===== src/rtl/dsi_packet_assembler_if.sv =====
// rtl/dsi_packet_assembler_if.sv - command, payload and lane-word signals of the DSI packet assembler
interface dsi_packet_assembler_if;
  logic        link_ready;
  logic        pkt_valid;
  logic        pkt_ready;
  logic        pkt_long;
  logic        pkt_lp_mode;
  logic [1:0]  pkt_vc;
  logic [5:0]  pkt_data_type;
  logic [15:0] pkt_word_count;
  logic [31:0] payload_data;
  logic        payload_valid;
  logic        payload_ready;
  logic [31:0] iface_write_data;
  logic [4:0]  iface_write_strb;
  logic        iface_write_rqst;
  logic        iface_last_word;
  logic        iface_data_rqst;
  logic        payload_underrun;

  modport master (
    input  link_ready, pkt_valid, pkt_long, pkt_lp_mode, pkt_vc, pkt_data_type,
           pkt_word_count, payload_data, payload_valid, iface_data_rqst,
    output pkt_ready, payload_ready, iface_write_data, iface_write_strb,
           iface_write_rqst, iface_last_word, payload_underrun
  );

  modport slave (
    output link_ready, pkt_valid, pkt_long, pkt_lp_mode, pkt_vc, pkt_data_type,
           pkt_word_count, payload_data, payload_valid, iface_data_rqst,
    input  pkt_ready, payload_ready, iface_write_data, iface_write_strb,
           iface_write_rqst, iface_last_word, payload_underrun
  );
endinterface


===== src/rtl/dsi_packet_assembler.sv =====
// rtl/dsi_packet_assembler.sv - builds DSI short/long packets (header ECC, payload CRC16) as 32-bit lane words
module dsi_packet_assembler #(
  parameter bit CRC_ENABLE = 1'b1,
  parameter bit ECC_ENABLE = 1'b1
) (
  input  logic                          clk_sys,
  input  logic                          rst_n,
  dsi_packet_assembler_if.master        bus
);

  typedef enum logic [1:0] {IDLE, HDR, PAY, CRC} state_t;

  state_t      state;
  logic        lp_q;
  logic        spill3_q;
  logic [15:0] rem_q;
  logic [15:0] crc_q;
  logic [31:0] data_q;
  logic [4:0]  strb_q;
  logic        rqst_q;
  logic        last_q;

  logic        consume;
  logic        need_word;
  logic        take_word;
  logic [2:0]  nbytes;
  logic        final_word;
  logic [31:0] pay_masked;
  logic [15:0] crc_next;
  logic [15:0] crc_fin;
  logic [15:0] crc_hold;
  logic [23:0] hdr;
  logic [7:0]  ecc;

  function automatic logic [7:0] ecc_calc(input logic [23:0] d);
    logic [7:0] p;
    p[0] = ^(d & 24'hF12CB7);
    p[1] = ^(d & 24'hF2555B);
    p[2] = ^(d & 24'h749A6D);
    p[3] = ^(d & 24'hB8E38E);
    p[4] = ^(d & 24'hDF03F0);
    p[5] = ^(d & 24'hEFFC00);
    p[7:6] = 2'b00;
    return p;
  endfunction

  function automatic logic [15:0] crc_byte(input logic [15:0] c, input logic [7:0] b);
    logic [15:0] r;
    r = c;
    for (int i = 0; i < 8; i++) begin
      r = (r[0] ^ b[i]) ? ((r >> 1) ^ 16'h8408) : (r >> 1);
    end
    return r;
  endfunction

  assign consume    = rqst_q && bus.iface_data_rqst;
  assign need_word  = (state == HDR || state == PAY) && (rem_q != 16'd0);
  assign take_word  = consume && need_word && bus.payload_valid;
  assign nbytes     = (rem_q >= 16'd4) ? 3'd4 : rem_q[2:0];
  assign final_word = (rem_q <= 16'd4);
  assign hdr        = {bus.pkt_word_count, bus.pkt_vc, bus.pkt_data_type};
  assign ecc        = ECC_ENABLE ? ecc_calc(hdr) : 8'h00;
  assign crc_fin    = CRC_ENABLE ? crc_next : 16'h0000;
  assign crc_hold   = CRC_ENABLE ? crc_q : 16'h0000;

  // Only the bytes that belong to the packet are kept and folded into the CRC.
  always_comb begin
    pay_masked = 32'h0;
    crc_next   = crc_q;
    for (int i = 0; i < 4; i++) begin
      if (i < int'(nbytes)) begin
        pay_masked[8*i +: 8] = bus.payload_data[8*i +: 8];
        crc_next             = crc_byte(crc_next, bus.payload_data[8*i +: 8]);
      end
    end
  end

  assign bus.pkt_ready        = rst_n && (state == IDLE) && bus.pkt_valid && bus.link_ready;
  assign bus.payload_ready    = take_word;
  assign bus.payload_underrun = consume && need_word && !bus.payload_valid;
  assign bus.iface_write_data = data_q;
  assign bus.iface_write_strb = strb_q;
  assign bus.iface_write_rqst = rqst_q;
  assign bus.iface_last_word  = last_q;

  always_ff @(posedge clk_sys or negedge rst_n) begin
    if (!rst_n) begin
      state    <= IDLE;
      lp_q     <= 1'b0;
      spill3_q <= 1'b0;
      rem_q    <= 16'd0;
      crc_q    <= 16'hFFFF;
      data_q   <= 32'h0;
      strb_q   <= 5'h0;
      rqst_q   <= 1'b0;
      last_q   <= 1'b0;
    end else begin
      case (state)
        IDLE: begin
          if (bus.pkt_ready) begin
            state    <= HDR;
            lp_q     <= bus.pkt_lp_mode;
            spill3_q <= 1'b0;
            rem_q    <= bus.pkt_long ? bus.pkt_word_count : 16'd0;
            crc_q    <= 16'hFFFF;
            data_q   <= {ecc, hdr};
            strb_q   <= {bus.pkt_lp_mode, 4'hF};
            rqst_q   <= 1'b1;
            last_q   <= !bus.pkt_long;
          end
        end
        default: begin
          if (consume) begin
            if (last_q) begin
              state  <= IDLE;
              data_q <= 32'h0;
              strb_q <= 5'h0;
              rqst_q <= 1'b0;
              last_q <= 1'b0;
            end else if (need_word) begin
              // Without a payload word the current word is simply offered again.
              if (take_word) begin
                state  <= PAY;
                rem_q  <= rem_q - {13'd0, nbytes};
                crc_q  <= crc_next;
                strb_q <= {lp_q, 4'hF};
                data_q <= pay_masked;
                if (final_word) begin
                  case (nbytes)
                    3'd1: begin
                      data_q <= {8'h00, crc_fin, pay_masked[7:0]};
                      strb_q <= {lp_q, 4'h7};
                      last_q <= 1'b1;
                    end
                    3'd2: begin
                      data_q <= {crc_fin, pay_masked[15:0]};
                      last_q <= 1'b1;
                    end
                    3'd3: begin
                      data_q   <= {crc_fin[7:0], pay_masked[23:0]};
                      spill3_q <= 1'b1;
                    end
                    default: spill3_q <= 1'b0;
                  endcase
                end
              end
            end else begin
              // Trailing CRC word: high byte after an r=3 spill, else both bytes.
              state  <= CRC;
              last_q <= 1'b1;
              if (spill3_q) begin
                data_q <= {24'h0, crc_hold[15:8]};
                strb_q <= {lp_q, 4'h1};
              end else begin
                data_q <= {16'h0, crc_hold};
                strb_q <= {lp_q, 4'h3};
              end
            end
          end
        end
      endcase
    end
  end

endmodule


===== src/flat_wrapper.sv =====
// flat-port wrapper written by rule: the top's interface ports become plain ports
module dsi_packet_assembler_flat 
#(
  parameter bit CRC_ENABLE = 1'b1,
  parameter bit ECC_ENABLE = 1'b1
)
  (clk_sys, rst_n, bus_link_ready, bus_pkt_valid, bus_pkt_long, bus_pkt_lp_mode, bus_pkt_vc, bus_pkt_data_type, bus_pkt_word_count, bus_payload_data, bus_payload_valid, bus_iface_data_rqst, bus_pkt_ready, bus_payload_ready, bus_iface_write_data, bus_iface_write_strb, bus_iface_write_rqst, bus_iface_last_word, bus_payload_underrun);
  dsi_packet_assembler_if bus_i ();
  input  logic clk_sys;
  input  logic rst_n;
  input wire logic [$bits(bus_i.link_ready)-1:0] bus_link_ready;
  input wire logic [$bits(bus_i.pkt_valid)-1:0] bus_pkt_valid;
  input wire logic [$bits(bus_i.pkt_long)-1:0] bus_pkt_long;
  input wire logic [$bits(bus_i.pkt_lp_mode)-1:0] bus_pkt_lp_mode;
  input wire logic [$bits(bus_i.pkt_vc)-1:0] bus_pkt_vc;
  input wire logic [$bits(bus_i.pkt_data_type)-1:0] bus_pkt_data_type;
  input wire logic [$bits(bus_i.pkt_word_count)-1:0] bus_pkt_word_count;
  input wire logic [$bits(bus_i.payload_data)-1:0] bus_payload_data;
  input wire logic [$bits(bus_i.payload_valid)-1:0] bus_payload_valid;
  input wire logic [$bits(bus_i.iface_data_rqst)-1:0] bus_iface_data_rqst;
  output wire logic [$bits(bus_i.pkt_ready)-1:0] bus_pkt_ready;
  output wire logic [$bits(bus_i.payload_ready)-1:0] bus_payload_ready;
  output wire logic [$bits(bus_i.iface_write_data)-1:0] bus_iface_write_data;
  output wire logic [$bits(bus_i.iface_write_strb)-1:0] bus_iface_write_strb;
  output wire logic [$bits(bus_i.iface_write_rqst)-1:0] bus_iface_write_rqst;
  output wire logic [$bits(bus_i.iface_last_word)-1:0] bus_iface_last_word;
  output wire logic [$bits(bus_i.payload_underrun)-1:0] bus_payload_underrun;
  assign bus_i.link_ready = bus_link_ready;
  assign bus_i.pkt_valid = bus_pkt_valid;
  assign bus_i.pkt_long = bus_pkt_long;
  assign bus_i.pkt_lp_mode = bus_pkt_lp_mode;
  assign bus_i.pkt_vc = bus_pkt_vc;
  assign bus_i.pkt_data_type = bus_pkt_data_type;
  assign bus_i.pkt_word_count = bus_pkt_word_count;
  assign bus_i.payload_data = bus_payload_data;
  assign bus_i.payload_valid = bus_payload_valid;
  assign bus_i.iface_data_rqst = bus_iface_data_rqst;
  assign bus_pkt_ready = bus_i.pkt_ready;
  assign bus_payload_ready = bus_i.payload_ready;
  assign bus_iface_write_data = bus_i.iface_write_data;
  assign bus_iface_write_strb = bus_i.iface_write_strb;
  assign bus_iface_write_rqst = bus_i.iface_write_rqst;
  assign bus_iface_last_word = bus_i.iface_last_word;
  assign bus_payload_underrun = bus_i.payload_underrun;
  dsi_packet_assembler #(.CRC_ENABLE(CRC_ENABLE), .ECC_ENABLE(ECC_ENABLE)) u_core (.clk_sys(clk_sys), .rst_n(rst_n), .bus(bus_i));
endmodule

===== config.mk =====
export PLATFORM = sky130hd
export DESIGN_NAME = dsi_packet_assembler_flat
export DESIGN_NICKNAME = d
export VERILOG_FILES = /design/src/rtl/dsi_packet_assembler_if.sv /design/src/rtl/dsi_packet_assembler.sv /design/src/flat_wrapper.sv
export SDC_FILE = /design/constraint.sdc
export NUM_CORES = 1
export LEC_CHECK = 0
export ABC_AREA = 1
export CAP_MARGIN = 30
export CORE_ASPECT_RATIO = 0.5
export CORE_MARGIN = 8
export CORE_UTILIZATION = 45
export CTS_BUF_LIST = sky130_fd_sc_hd__clkbuf_8 sky130_fd_sc_hd__clkbuf_16
export CTS_CLUSTER_SIZE = 40
export DETAILED_ROUTE_END_ITERATION = 16
export HOLD_SLACK_MARGIN = 0.12
export PLACE_DENSITY = 0.78
export SLEW_MARGIN = 25
export SYNTH_ARGS = -nofsm -noshare
export SYNTH_HDL_FRONTEND = slang
export SYNTH_SLANG_ARGS = --single-unit

===== constraint.sdc =====
create_clock -name clk_sys -period 2.9 [get_ports clk_sys]
set_input_delay 0.29 -clock clk_sys [delete_from_list [all_inputs] [get_ports clk_sys]]
set_output_delay 0.29 -clock clk_sys [all_outputs]
set_load 0.005 [all_outputs]

==> run summary <==
Clock transition at path regs: 60 ps
Starting DRT DRC Count: 1,156
Clock Tree Buf Depth: 2
CTS tree: yes
slowest cell on the critical path: dfrtp_1
largest net degree at the start of global routing: 44
worst IR drop on VDD: 0.3491 mV
WP data required: 3180 ps
CTS buffer count: 9
max cap viols: 0
most common cell after layout, fill and taps aside: nand2_1
Setup violations, final: 42
DR vias: 10,460
Slew headroom: 52.70%
root cell of the clock tree: clkbuf_16
setup TNS: -13,630 ps
worst slew pin tran: 702.0 ps
GRT Residual Overflow: 0
Syn Inst Count: 1,260
clock latency on the worst-skew pair: 350 ps
Synth Area per Inst: 6.198 um^2
critical path type: reg -> reg
Layout area overhead: 58.59%
r2r setup slk: -470 ps
FF-to-FF path depth: 31
commonest cells after routing, fill and taps aside: 254 x nand2_1, 211 x buf_4, 103 x clkdlybuf4s50_1, 101 x nand3_1, 99 x inv_1
crit-path max FO: 6
io pins: 106
critical path data arrival time: 3640 ps
FF-to-FF Start: u_core.rem_q[10]
Tmin final: 3366 ps
Hold Crit Start: u_core.bus.iface_write_strb[2]
DR DRC count: 0
n_diodes: 0
Max Slew Vio Count: 0
vias per cell: 5.820
# rows: 34
synthesized netlist net count: 1,326
port buffer count: 105
CORE AREA: 17,190 um^2
share of cells above drive strength 1: 36.28%
Tot GR Track Use: 32.12%
number of iterations in the first detailed-routing pass: 6
drt total wl: 37.71 mm
DR WL/cell: 20.99 um
R2R Path End: u_core.crc_hold[9]
Post-DP HPWL: 28.35 mm
Final Hold Vio Count: 0
Hold Path Depth: 2
clk_skew: 5.847 ps
Final WS setup: -465.9 ps
Seq cells post-synth: 75
Antenna Violating Nets Remaining: 0
Post-synth EDFFs: 0
Worst path max stage delay: 420 ps
Initial Util: 45.44%
Max Clk Rate: 297.1 MHz
most used cell, CP: nand2_4
register area share after synthesis: 24.29%
CP Capture Type: register
CP startpoint kind: register
Post-Syn Area: 7810 um^2
Min-Delay Endpoint: u_core.bus.iface_write_strb[2]
status: complete, but fails checks
post-synthesis async set-or-reset flop share: 100.0%
RSZ-0062 raised after global routing: yes
Final period util: 116.1%
failing checks: setup timing
HP Class: reg -> reg
Die Y-Extent: 109.2 um
vias in the first global route: 9,612
die width: 202.3 um
RePlAce Congestion: 0.9863
first-pass GRT wire length: 54.65 mm
Distinct cells, synth: 42
initial antenna violation count: 1
P_leak: 5.893 nW
power per standard cell area: 366.2 nW/um^2
Total Nets Final: 1,625
Final Power: 0.004536 W
synth warn: 0
H-Tree Depth: 3
CTS Sinks: 75
Die Area: 22,080 um^2
Main synth FF type: dfrtp_1
sequential cells by signal, summed over array words and instances (netlist names):
name                         flops
u_core.bus.iface_write_data     32
u_core.bus.iface_write_rqst      1
u_core.lp_q                      1
u_core.spill3_q                  1
u_core.bus.iface_last_word       1
u_core.bus.iface_write_strb      5
u_core.crc_hold                 16
u_core.state                     2
u_core.rem_q                    16
through the flow:
stage	utilization, %	instance area, um^2	hold WS, ps	instances	worst slack, ps
final	72.07	12390	479.3	1797	-465.9
after global routing	72.07	12390	508.1	1797	-637.8
after global placement	60.40	10380	467.8	1736	-674.2
after CTS	66.90	11500	481.9	1777	-419.8
after floorplan	-	7826	-5.591	1260	5.639
after detailed placement	60.52	10400	436.3	1737	-733.3
worst max path at each step:
stage	slack [ps]	endpoint	startpoint
floorplan	6	u_core.rem_q[14]	u_core.rem_q[6]
global placement	-670	u_core.bus.iface_write_data[19]	bus_payload_data[3]
detailed placement	-730	u_core.crc_hold[3]	bus_payload_data[4]
CTS	-420	u_core.bus.iface_write_data[11]	u_core.rem_q[0]
global route	-640	u_core.bus.iface_write_data[18]	u_core.rem_q[10]
finish	-470	u_core.crc_hold[9]	u_core.rem_q[10]
cell families (layout without fill, tap and decap cells):
kind of cell	count (synthesis)	after routing	synth area share, %
AND/OR/NAND/NOR	700	701	41.85
AO/OA/AOI/OAI	225	225	15.89
buffers and inverters	183	485	9.276
flip-flops	75	75	24.29
XOR/XNOR	73	73	8.186
adder cells (fa/ha/maj)	2	2	0.3204
other	1	1	0.04802
multiplexers	1	1	0.1442
worst max-delay path: cells and delay by family, from the launching register on:
family	cells	cell delay (ps)
and+or+nand+nor	26	2360
DFF	1	420
buffers and inverters	4	380
AOI/OAI and AO/OA	1	90
repair_timing:
item | CTS | global route
setup buffers | 23 | 20
hold buffers | 1 | 0
pin swaps | 45 | 94
gates resized for setup | 155 | 178
gates cloned | 1 | 0
endpoints found under the setup margin | 42 | 58
hold endpoints to repair | 42 | 0
final cells by class:
| type | count | area [um^2] |
|---|---|---|
| clock buffer | 9 | 225.2 |
| clock inverter | 6 | 112.6 |
| fill | 1360 | 4801 |
| inverter | 129 | 491.7 |
| multi-input combinational | 1003 | 6379 |
| sequential | 75 | 1897 |
| tap | 234 | 292.8 |
| timing repair buffer | 341 | 2988 |
cells in the mapped netlist (2+ instances only):
cell / n / share of area [%]
nand2_4: 4 / 0.58
buf_2: 11 / 0.70
nand4_1: 43 / 3.4
xnor2_1: 35 / 3.9
a31oi_1: 11 / 0.88
o311ai_0: 2 / 0.22
buf_1: 6 / 0.29
clkinv_1: 4 / 0.19
nand3_1: 160 / 10
a221oi_1: 3 / 0.34
nor2_2: 4 / 0.32
o211ai_1: 9 / 0.87
dfstp_2: 16 / 5.4
a21oi_1: 83 / 5.3
ha_1: 2 / 0.32
nor2_1: 67 / 3.2
nand2_1: 343 / 16
o21ai_2: 5 / 0.56
o22ai_1: 2 / 0.16
xor2_1: 38 / 4.3
dfrtp_1: 59 / 19
or2_2: 4 / 0.32
o221ai_1: 5 / 0.56
nand3b_1: 7 / 0.67
nand3_2: 20 / 2.6
inv_2: 13 / 0.62
nor2_4: 3 / 0.43
inv_1: 111 / 5.3
o31ai_1: 4 / 0.38
buf_6: 3 / 0.43
nor3_1: 3 / 0.19
clkbuf_1: 34 / 1.6
o21ai_0: 78 / 5.0
nand2_2: 41 / 3.3
o21ai_1: 20 / 1.3
metal layers:
layer / routed length [um] / track usage [%]
met5: 0 / 0
met4: 871 / 8.183
met3: 4147 / 8.897
met2: 16220 / 48.52
met1: 16470 / 44.80
power breakdown:
group          internal, W  switching [W]
registers          0.00105              0
logic             0.000921        0.00124
clock network     0.000840       0.000491
total              0.00281        0.00173
Note: power is estimated with default switching activity, not from simulation.
